===== config.mk =====
export PLATFORM = sky130hd
export DESIGN_NAME = n64adv2_igr_trigger
export DESIGN_NICKNAME = d
export VERILOG_FILES = /design/src/rtl/n64adv2_igr_trigger_pkg.sv /design/src/rtl/n64adv2_igr_trigger.sv
export SDC_FILE = /design/constraint.sdc
export NUM_CORES = 1
export LEC_CHECK = 0
export ABC_AREA = 1
export CAP_MARGIN = 25
export CORE_UTILIZATION = 52
export CTS_CLUSTER_DIAMETER = 30
export DETAILED_ROUTE_END_ITERATION = 8
export PLACE_DENSITY = 0.75
export SLEW_MARGIN = 25
export SYNTH_ARGS = -nofsm -noshare
export SYNTH_HDL_FRONTEND = slang
export SYNTH_SLANG_ARGS = --single-unit

===== constraint.sdc =====
create_clock -name CTRL_CLK -period 2.9 [get_ports CTRL_CLK]
set_input_delay 0.58 -clock CTRL_CLK [delete_from_list [all_inputs] [get_ports CTRL_CLK]]
set_output_delay 0.58 -clock CTRL_CLK [all_outputs]
set_load 0.05 [all_outputs]

===== src/rtl/n64adv2_igr_trigger_pkg.sv =====
// ---------------------------------------------------------------------------
// n64adv2_igr_trigger_pkg
//   Shared definitions for the in-game-reset trigger stage:
//   - igr_state_e      : FSM state encoding, also exported on the debug bus
//   - IGR_COMBO_DEFAULT: default button combo (Z + Start + L + R)
//   - TOUT_CNT_MAX     : saturation value of the 20-bit poll timeout counter
//   - combo_match()    : masked compare of the button half of a controller word
// ---------------------------------------------------------------------------
package n64adv2_igr_trigger_pkg;

    typedef enum logic [1:0] {
        ST_IDLE    = 2'b00,
        ST_ARM     = 2'b01,
        ST_DRIVE   = 2'b10,
        ST_RELEASE = 2'b11
    } igr_state_e;

    localparam logic [15:0] IGR_COMBO_DEFAULT = 16'h0C0C;
    localparam logic [19:0] TOUT_CNT_MAX      = 20'hFFFFF;

    function automatic logic combo_match(
        input logic [15:0] buttons,
        input logic [15:0] combo,
        input logic [15:0] mask
    );
        return ((buttons ^ combo) & mask) == 16'h0000;
    endfunction

endpackage


===== src/rtl/n64adv2_igr_trigger.sv =====
// ---------------------------------------------------------------------------
// n64adv2_igr_trigger
//   In-game-reset trigger. Watches each freshly captured controller word and,
//   once the IGR combo has been held for HOLD_POLLS consecutive polls, drives
//   the N64 reset request for RST_LEN cycles. Afterwards it waits in
//   ST_RELEASE until the combo is let go (or the controller disappears) so a
//   held combo cannot re-trigger.
//
//   state      | meaning
//   -----------+---------------------------------------------------------
//   ST_IDLE    | waiting for the first qualified combo poll
//   ST_ARM     | combo seen on hold_cnt consecutive polls, counting up
//   ST_DRIVE   | reset request active, rst_cnt counts down to 0
//   ST_RELEASE | pulse done, waiting for combo release or poll timeout
//
// Ports
//   CTRL_CLK        : sniffer clock (4 MHz)
//   CTRL_nRST       : asynchronous active-low reset
//   igr_en_i        : IGR enable (synchronous to CTRL_CLK)
//   ctrl_detected_i : controller present
//   ctrl_data_i     : latest controller word, [15:0] = buttons
//   ctrl_valid_i    : one-cycle strobe, ctrl_data_i updated this cycle
//   drv_rst_o       : high while the N64 reset line must be pulled low
//   trig_o          : one-cycle pulse on entry into ST_DRIVE
//   igr_state_o     : current FSM state (debug bus)
// ---------------------------------------------------------------------------
module n64adv2_igr_trigger
    import n64adv2_igr_trigger_pkg::*;
#(
    parameter logic [15:0] IGR_COMBO    = IGR_COMBO_DEFAULT,
    parameter logic [15:0] COMBO_MASK   = 16'hFFFF,
    parameter logic [7:0]  HOLD_POLLS   = 8'd30,
    parameter logic [19:0] RST_LEN      = 20'hFFFFF,
    parameter logic [19:0] POLL_TIMEOUT = 20'd400000
) (
    input  logic        CTRL_CLK,
    input  logic        CTRL_nRST,
    input  logic        igr_en_i,
    input  logic        ctrl_detected_i,
    input  logic [31:0] ctrl_data_i,
    input  logic        ctrl_valid_i,
    output logic        drv_rst_o,
    output logic        trig_o,
    output logic [1:0]  igr_state_o
);

    igr_state_e  state_q, state_d;
    logic [7:0]  hold_cnt_q, hold_cnt_d;
    logic [19:0] rst_cnt_q, rst_cnt_d;
    logic [19:0] tout_cnt_q;
    logic        drv_rst_q;
    logic        trig_q;

    logic        match;
    logic        qual_match;
    logic        tout;

    // Only the button half of the controller word takes part in the compare.
    logic        unused_ctrl_hi;
    assign unused_ctrl_hi = ^ctrl_data_i[31:16];

    assign match      = combo_match(ctrl_data_i[15:0], IGR_COMBO, COMBO_MASK);
    assign qual_match = ctrl_valid_i & match & igr_en_i & ctrl_detected_i;

    // A strobe in the same cycle always beats the timeout: a valid poll
    // never counts as a lost controller.
    assign tout = ~ctrl_valid_i & (tout_cnt_q >= POLL_TIMEOUT);

    always_ff @(posedge CTRL_CLK or negedge CTRL_nRST) begin
        if (!CTRL_nRST) begin
            tout_cnt_q <= 20'd0;
        end else if (ctrl_valid_i) begin
            tout_cnt_q <= 20'd0;
        end else if (tout_cnt_q != TOUT_CNT_MAX) begin
            tout_cnt_q <= tout_cnt_q + 20'd1;
        end
    end

    always_comb begin
        state_d    = state_q;
        hold_cnt_d = hold_cnt_q;
        rst_cnt_d  = rst_cnt_q;

        unique case (state_q)
            ST_IDLE: begin
                hold_cnt_d = 8'd0;
                if (qual_match) begin
                    if (HOLD_POLLS == 8'd1) begin
                        state_d   = ST_DRIVE;
                        rst_cnt_d = RST_LEN - 20'd1;
                    end else begin
                        state_d    = ST_ARM;
                        hold_cnt_d = 8'd1;
                    end
                end
            end

            ST_ARM: begin
                if (!igr_en_i || tout) begin
                    state_d    = ST_IDLE;
                    hold_cnt_d = 8'd0;
                end else if (ctrl_valid_i && !match) begin
                    state_d    = ST_IDLE;
                    hold_cnt_d = 8'd0;
                end else if (qual_match) begin
                    if (hold_cnt_q == HOLD_POLLS - 8'd1) begin
                        state_d    = ST_DRIVE;
                        hold_cnt_d = 8'd0;
                        rst_cnt_d  = RST_LEN - 20'd1;
                    end else begin
                        hold_cnt_d = hold_cnt_q + 8'd1;
                    end
                end
            end

            // Enable, polls and timeout are ignored: a started reset completes.
            ST_DRIVE: begin
                if (rst_cnt_q == 20'd0) begin
                    state_d = ST_RELEASE;
                end else begin
                    rst_cnt_d = rst_cnt_q - 20'd1;
                end
            end

            ST_RELEASE: begin
                if ((ctrl_valid_i && !match) || tout) begin
                    state_d = ST_IDLE;
                end
            end

            default: begin
                state_d    = ST_IDLE;
                hold_cnt_d = 8'd0;
                rst_cnt_d  = 20'd0;
            end
        endcase
    end

    always_ff @(posedge CTRL_CLK or negedge CTRL_nRST) begin
        if (!CTRL_nRST) begin
            state_q    <= ST_IDLE;
            hold_cnt_q <= 8'd0;
            rst_cnt_q  <= 20'd0;
            drv_rst_q  <= 1'b0;
            trig_q     <= 1'b0;
        end else begin
            state_q    <= state_d;
            hold_cnt_q <= hold_cnt_d;
            rst_cnt_q  <= rst_cnt_d;
            // Decoded from the next state so both outputs rise on the same
            // edge that enters ST_DRIVE.
            drv_rst_q  <= (state_d == ST_DRIVE);
            trig_q     <= (state_d == ST_DRIVE) && (state_q != ST_DRIVE);
        end
    end

    assign drv_rst_o   = drv_rst_q;
    assign trig_o      = trig_q;
    assign igr_state_o = state_q;

endmodule


Yosys cells after proc, flatten, opt, wreduce, memory -nomap -nowiden
Cells that the tools add are included.
{"block": "word_totals", "reg_bits": 52, "out_inout_bits": 4, "elab_cells": 65}
{"block": "op_classes", "muxes": 22, "addsub": 3, "eq_ne": 13, "magnitude_cmp": 1, "bitwise_logic": 6, "n_reduce_logical": 14}
{"op": "20-bit 2-to-1 mux", "n": 7}
{"op": "20-bit case mux with 2 select lines", "n": 1}
{"op": "8-bit 2-to-1 mux", "n": 4}
{"op": "20-bit by 1-bit adder with 20-bit output (second input constant)", "n": 1}
{"op": "20-bit by 19-bit >= comparator with 1-bit output (second input constant)", "n": 1}
{"op": "20-bit zero test", "n": 1}
{"op": "20-bit inequality test (second input constant)", "n": 1}
{"op": "20-bit by 1-bit subtractor with 20-bit output (second input constant)", "n": 1}
{"op": "16-bit zero test", "n": 1}
{"op": "8-bit case mux with 2 select lines", "n": 1}
{"op": "2-bit 2-to-1 mux", "n": 7}
{"op": "2-bit inequality test (second input constant)", "n": 6}
{"op": "8-bit by 1-bit adder with 8-bit output (second input constant)", "n": 1}
{"op": "8-bit by 5-bit equality test with 1-bit output (second input constant)", "n": 1}
{"op": "2-bit case mux with 4 select lines", "n": 1}
{"op": "2-bit equality test (second input constant)", "n": 3}
{"op": "6-bit AND reduction", "n": 1}
{"op": "2-bit nonzero test", "n": 3}
{"op": "1-bit AND", "n": 4}
{"op": "4-bit inequality test (second input constant)", "n": 1}
{"op": "4-bit inverter", "n": 1}
{"op": "2-bit by 1-bit equality test with 1-bit output (second input constant)", "n": 1}
{"op": "1-bit logical AND", "n": 2}
{"op": "1-bit zero test", "n": 2}
{"op": "5 further kinds", "n": 6}

Longest topological paths before layout
{"block": "logic_depth", "word_depth": 11, "mapped_depth": 12}

Worst setup path before layout
Ideal clock, no wire load.
{"block": "synth_path", "path_kind": "reg2reg", "from": "register state_q[0] (netlist: igr_state_o[0])", "to": "register hold_cnt_q[0]", "n_path_buf": 0, "required_ns": 2.783, "arrival_time_ns": 1.679, "setup_slack_ns": 1.104, "setup_ns": 0.117, "path_stages_with_launch": 10, "cell_sequence": "dfrtp_1 -> inv_1 -> nor2_1 -> inv_2 -> a21oi_1 -> nand3_1 -> nor2_1 -> nor2_2 -> nand2_1 -> nand2_1"}
{"block": "synth_via", "elab_chain_cells": 3, "word_cells_on_any_way": 6}
{"item": "start: declaration", "line": "n64adv2_igr_trigger.sv:47", "text": "igr_state_e state_q, state_d;"}
{"item": "start signal: assignment", "line": "n64adv2_igr_trigger.sv:147", "text": "state_q <= state_d;"}
{"item": "2-bit by 1-bit equality test with 1-bit output / 2-bit zero test (equally long branches)", "line": "n64adv2_igr_trigger.sv:84", "text": "unique case (state_q)"}
{"item": "4-bit inequality test (no line) / 2-bit nonzero test (equally long branches)"}
{"item": "2-bit AND reduction (no line)"}
{"item": "end signal: assignment", "line": "n64adv2_igr_trigger.sv:148", "text": "hold_cnt_q <= hold_cnt_d;"}
{"item": "end: declaration", "line": "n64adv2_igr_trigger.sv:48", "text": "logic [7:0] hold_cnt_q, hold_cnt_d;"}
Several ways; a longest one is shown, not always the timed one.
A chain may end at the register's enable or synchronous reset.

Worst setup path after layout
{"block": "layout_path", "from": "register state_q[1] (netlist: igr_state_o[1])", "to": "output igr_state_o[1]"}
{"item": "end: declaration", "line": "n64adv2_igr_trigger.sv:44", "text": "output logic [1:0] igr_state_o"}
No word-level cell between the ends.

==> results.txt <==
Via density: 5.26
Synth Warn #: 0
register area share after synthesis: 0.371
Crit. End Element: primary output
Switching Share: 0.402
combinational power share: 0.354
Nets: 563
ANT cells: 0
Cell Int Power: 1.37 mW
site row count: 29
CP Launch Type: flop
unique cell type count in the Yosys netlist: 36
CTS tree: yes
Post-DP Area: 0.00380 mm2
outcome: finished, violations left
Slowest-stage cell, CP: clkdlybuf4s50_1
clock root buffer: clkbuf_8
Total Power: 2.30 mW
Remaining Overflow, GRT: 0
register share of total power: 0.460
switching power: 0.923 mW
Total Wirelength: 7.40 mm
Mapped Nets: 537
final setup vio count: 0
Slew Viols, Final: 0
Clock Sink Count: 52
final core occ: 0.606
Worst-Margin Slew: 0.635 ns
Setup Crit Path Kind: flop to primary output
initial antenna violation count: 0
number of routed nets with antenna violations: 0
crit-path max cell delay: 0.84 ns
synthesis-to-finish area growth: 10.9%
final RePlAce weighted congestion: 0.929
cell accounting for the most synthesized area: dfrtp_1
largest cells by area after synthesis: dfrtp_1, nand2_1, nor2_1
Clock Skews: 0.0213 ns
share of synthesized flip-flops with an asynchronous set or reset: 1.00
IO Count: 41
failing checks: design-rule violations
fin crit share: 0.756
CP max FO: 5
Post-Synthesis Cells: 495
Port Buffer Count: 24
first-pass GRT wire length: 13.0 mm
final hold violations: 0
Clock Path Buffers: 2
total CTS buffers: 5
worst skew pair latency: 0.31 ns
Post-synth top cells: nand2_1, nor2_1, dfrtp_1, inv_1, nand3_1
Via Count: 3149
CP top delay family: buffers and inverters
CP arrival: 1.61 ns
DRC viols: 10
Primary FF master, synth: dfrtp_1
layout cells sized above 1: 0.125
max-cap violation count: 0
Req. time, crit path: 2.32 ns
post-CTS sizing: 0
Static Leakage: 1.80 nW
number of synthesized register bits: 52
post-synth top area share: 0.371
cell with the most instances after synthesis: nand2_1
max frequency: 0.456 GHz
class of the worst hold path: primary input to asynchronous set/reset pin
RSZ-0062 raised after global routing: false
VDD IR max: 0.433 mV
Post-synth EDFFs: 0
clock share of power: 0.186
Final TNS setup: 0 ns
Max-Slew Margin vs Limit: 0.576
largest net degree at the start of global routing: 42
die area: 0.00708 mm2
cts-stage hold buffer count: 0
Final Cell Area: 0.00389 mm2
Mapped Area: 0.00351 mm2
total global-route track usage: 0.225
CP Cell Sequence: clkdlybuf4s50_1
Pwr Density: 589 mW/mm2
DP Wirelength: 5.60 mm
average cell area after synthesis: 7.09 um2
worst path bufs/invs: 1
drt first pass iters: 7
Reg clk slew, reported paths: 0.11 ns
worst hold slack: 0.180 ns
DIE HEIGHT: 84.2 um
routed len/inst: 12.4 um
initial DRC count: 216
# Post-CTS Setup Buffers: 0
fin crit period: 2.19 ns
htree depth: 2
Initial Util: 0.547
core area: 0.00642 mm2
number of global-route vias before repair: 2950
die width: 84.2 um
[sequential cells by signal, summed over array words and instances, names as in the netlist]
signal	count
drv_rst_o	1
hold_cnt_q	8
igr_state_o	2
rst_cnt_q	20
tout_cnt_q	20
trig_o	1
[logic make-up (layout without fill, tap and decap cells)]
group | Yosys count | count (layout) | synth area share
buffers and inverters | 63 | 90 | 0.0773
DFF | 52 | 52 | 0.371
AOI/OAI and AO/OA | 47 | 47 | 0.0944
and+or+nand+nor | 309 | 309 | 0.392
xor gates and xnor gates | 19 | 19 | 0.0474
adders and majority gates | 5 | 5 | 0.0178
[layout make-up]
cell class,instances,area [um2]
clock buffer,5,68.8
clock inverter,3,22.5
fill,591,2530
inverter,54,203
multi-input combinational,380,1940
sequential,52,1300
tap,77,96.3
timing repair buffer,28,265
[final timing paths]
path / cells past startpoint / startpoint / slack, ns / end
hold / removal: 1 / CTRL_nRST / 0.18 / rst_cnt_q[14]
max in group asynchronous: 2 / CTRL_nRST / 2.06 / hold_cnt_q[6]
setup reg to reg: 10 / rst_cnt_q[0] / 0.79 / rst_cnt_q[9]
setup / recovery: 1 / igr_state_o[1] / 0.71 / igr_state_o[1]
hold reg to reg: 2 / tout_cnt_q[18] / 0.52 / tout_cnt_q[18]
min in group CTRL_CLK: 2 / tout_cnt_q[18] / 0.52 / tout_cnt_q[18]
[worst register-to-register path, cell delays in order, from the launching register on]
cell     delay [ns]
dfrtp_1        0.41
inv_1          0.12
ha_1           0.29
nand2_2        0.12
nor2_4         0.15
nand4_1        0.14
nand2_1        0.11
o21ai_2        0.08
nand2_4        0.40
nand2_1        0.14
o21ai_2        0.08
[routing by layer]
| metal | up-vias | GRT usage | wire length, um |
|---|---|---|---|
| met4 | 0 | 0.0517 | 55 |
| met3 | 4 | 0.0275 | 273 |
| met5 | - | 0 | 0 |
| met2 | 57 | 0.404 | 3530 |
| li1 | 1640 | - | - |
| met1 | 1448 | 0.289 | 3540 |
[power by group through the flow]
stage / combinational, mW / sequential, mW / clock, mW
after global routing: 0.936 / 1.08 / 0.463
after global placement: 0.807 / 1.06 / 0
after detailed placement: 0.822 / 1.07 / 0
after floorplan: 0.670 / 1.06 / 0
after CTS: 0.825 / 1.06 / 0.443
final: 0.814 / 1.06 / 0.427
[placed cells by master, fill, tap and decap left out, drive strengths merged]
cell           Yosys  layout
o211a              1       1
o31ai              2       2
nand3             33      33
o21bai             1       1
nand2            142     142
clkbuf             2       5
nor3              17      17
xnor2              7       7
dfrtp             52      52
ha                 5       5
a31oi              4       4
a21oi              4       4
or2                6       6
clkdlybuf4s50      0      23
nor2              90      90
nor4               5       5
nor3b              3       3
o21ai             34      34
a31o               1       1
inv               53      54
nand4             12      12
buf                7       5
clkinv             1       3
and2               1       1
xor2              12      12
[stage by stage]
step                cells  worst slack (ns)
detailed placement    591             0.396
global placement      591             0.440
finish                599             0.709
global route          599             0.565
CTS                   599             0.702
floorplan             495              1.10
Note: power is estimated with default switching activity, not from simulation.
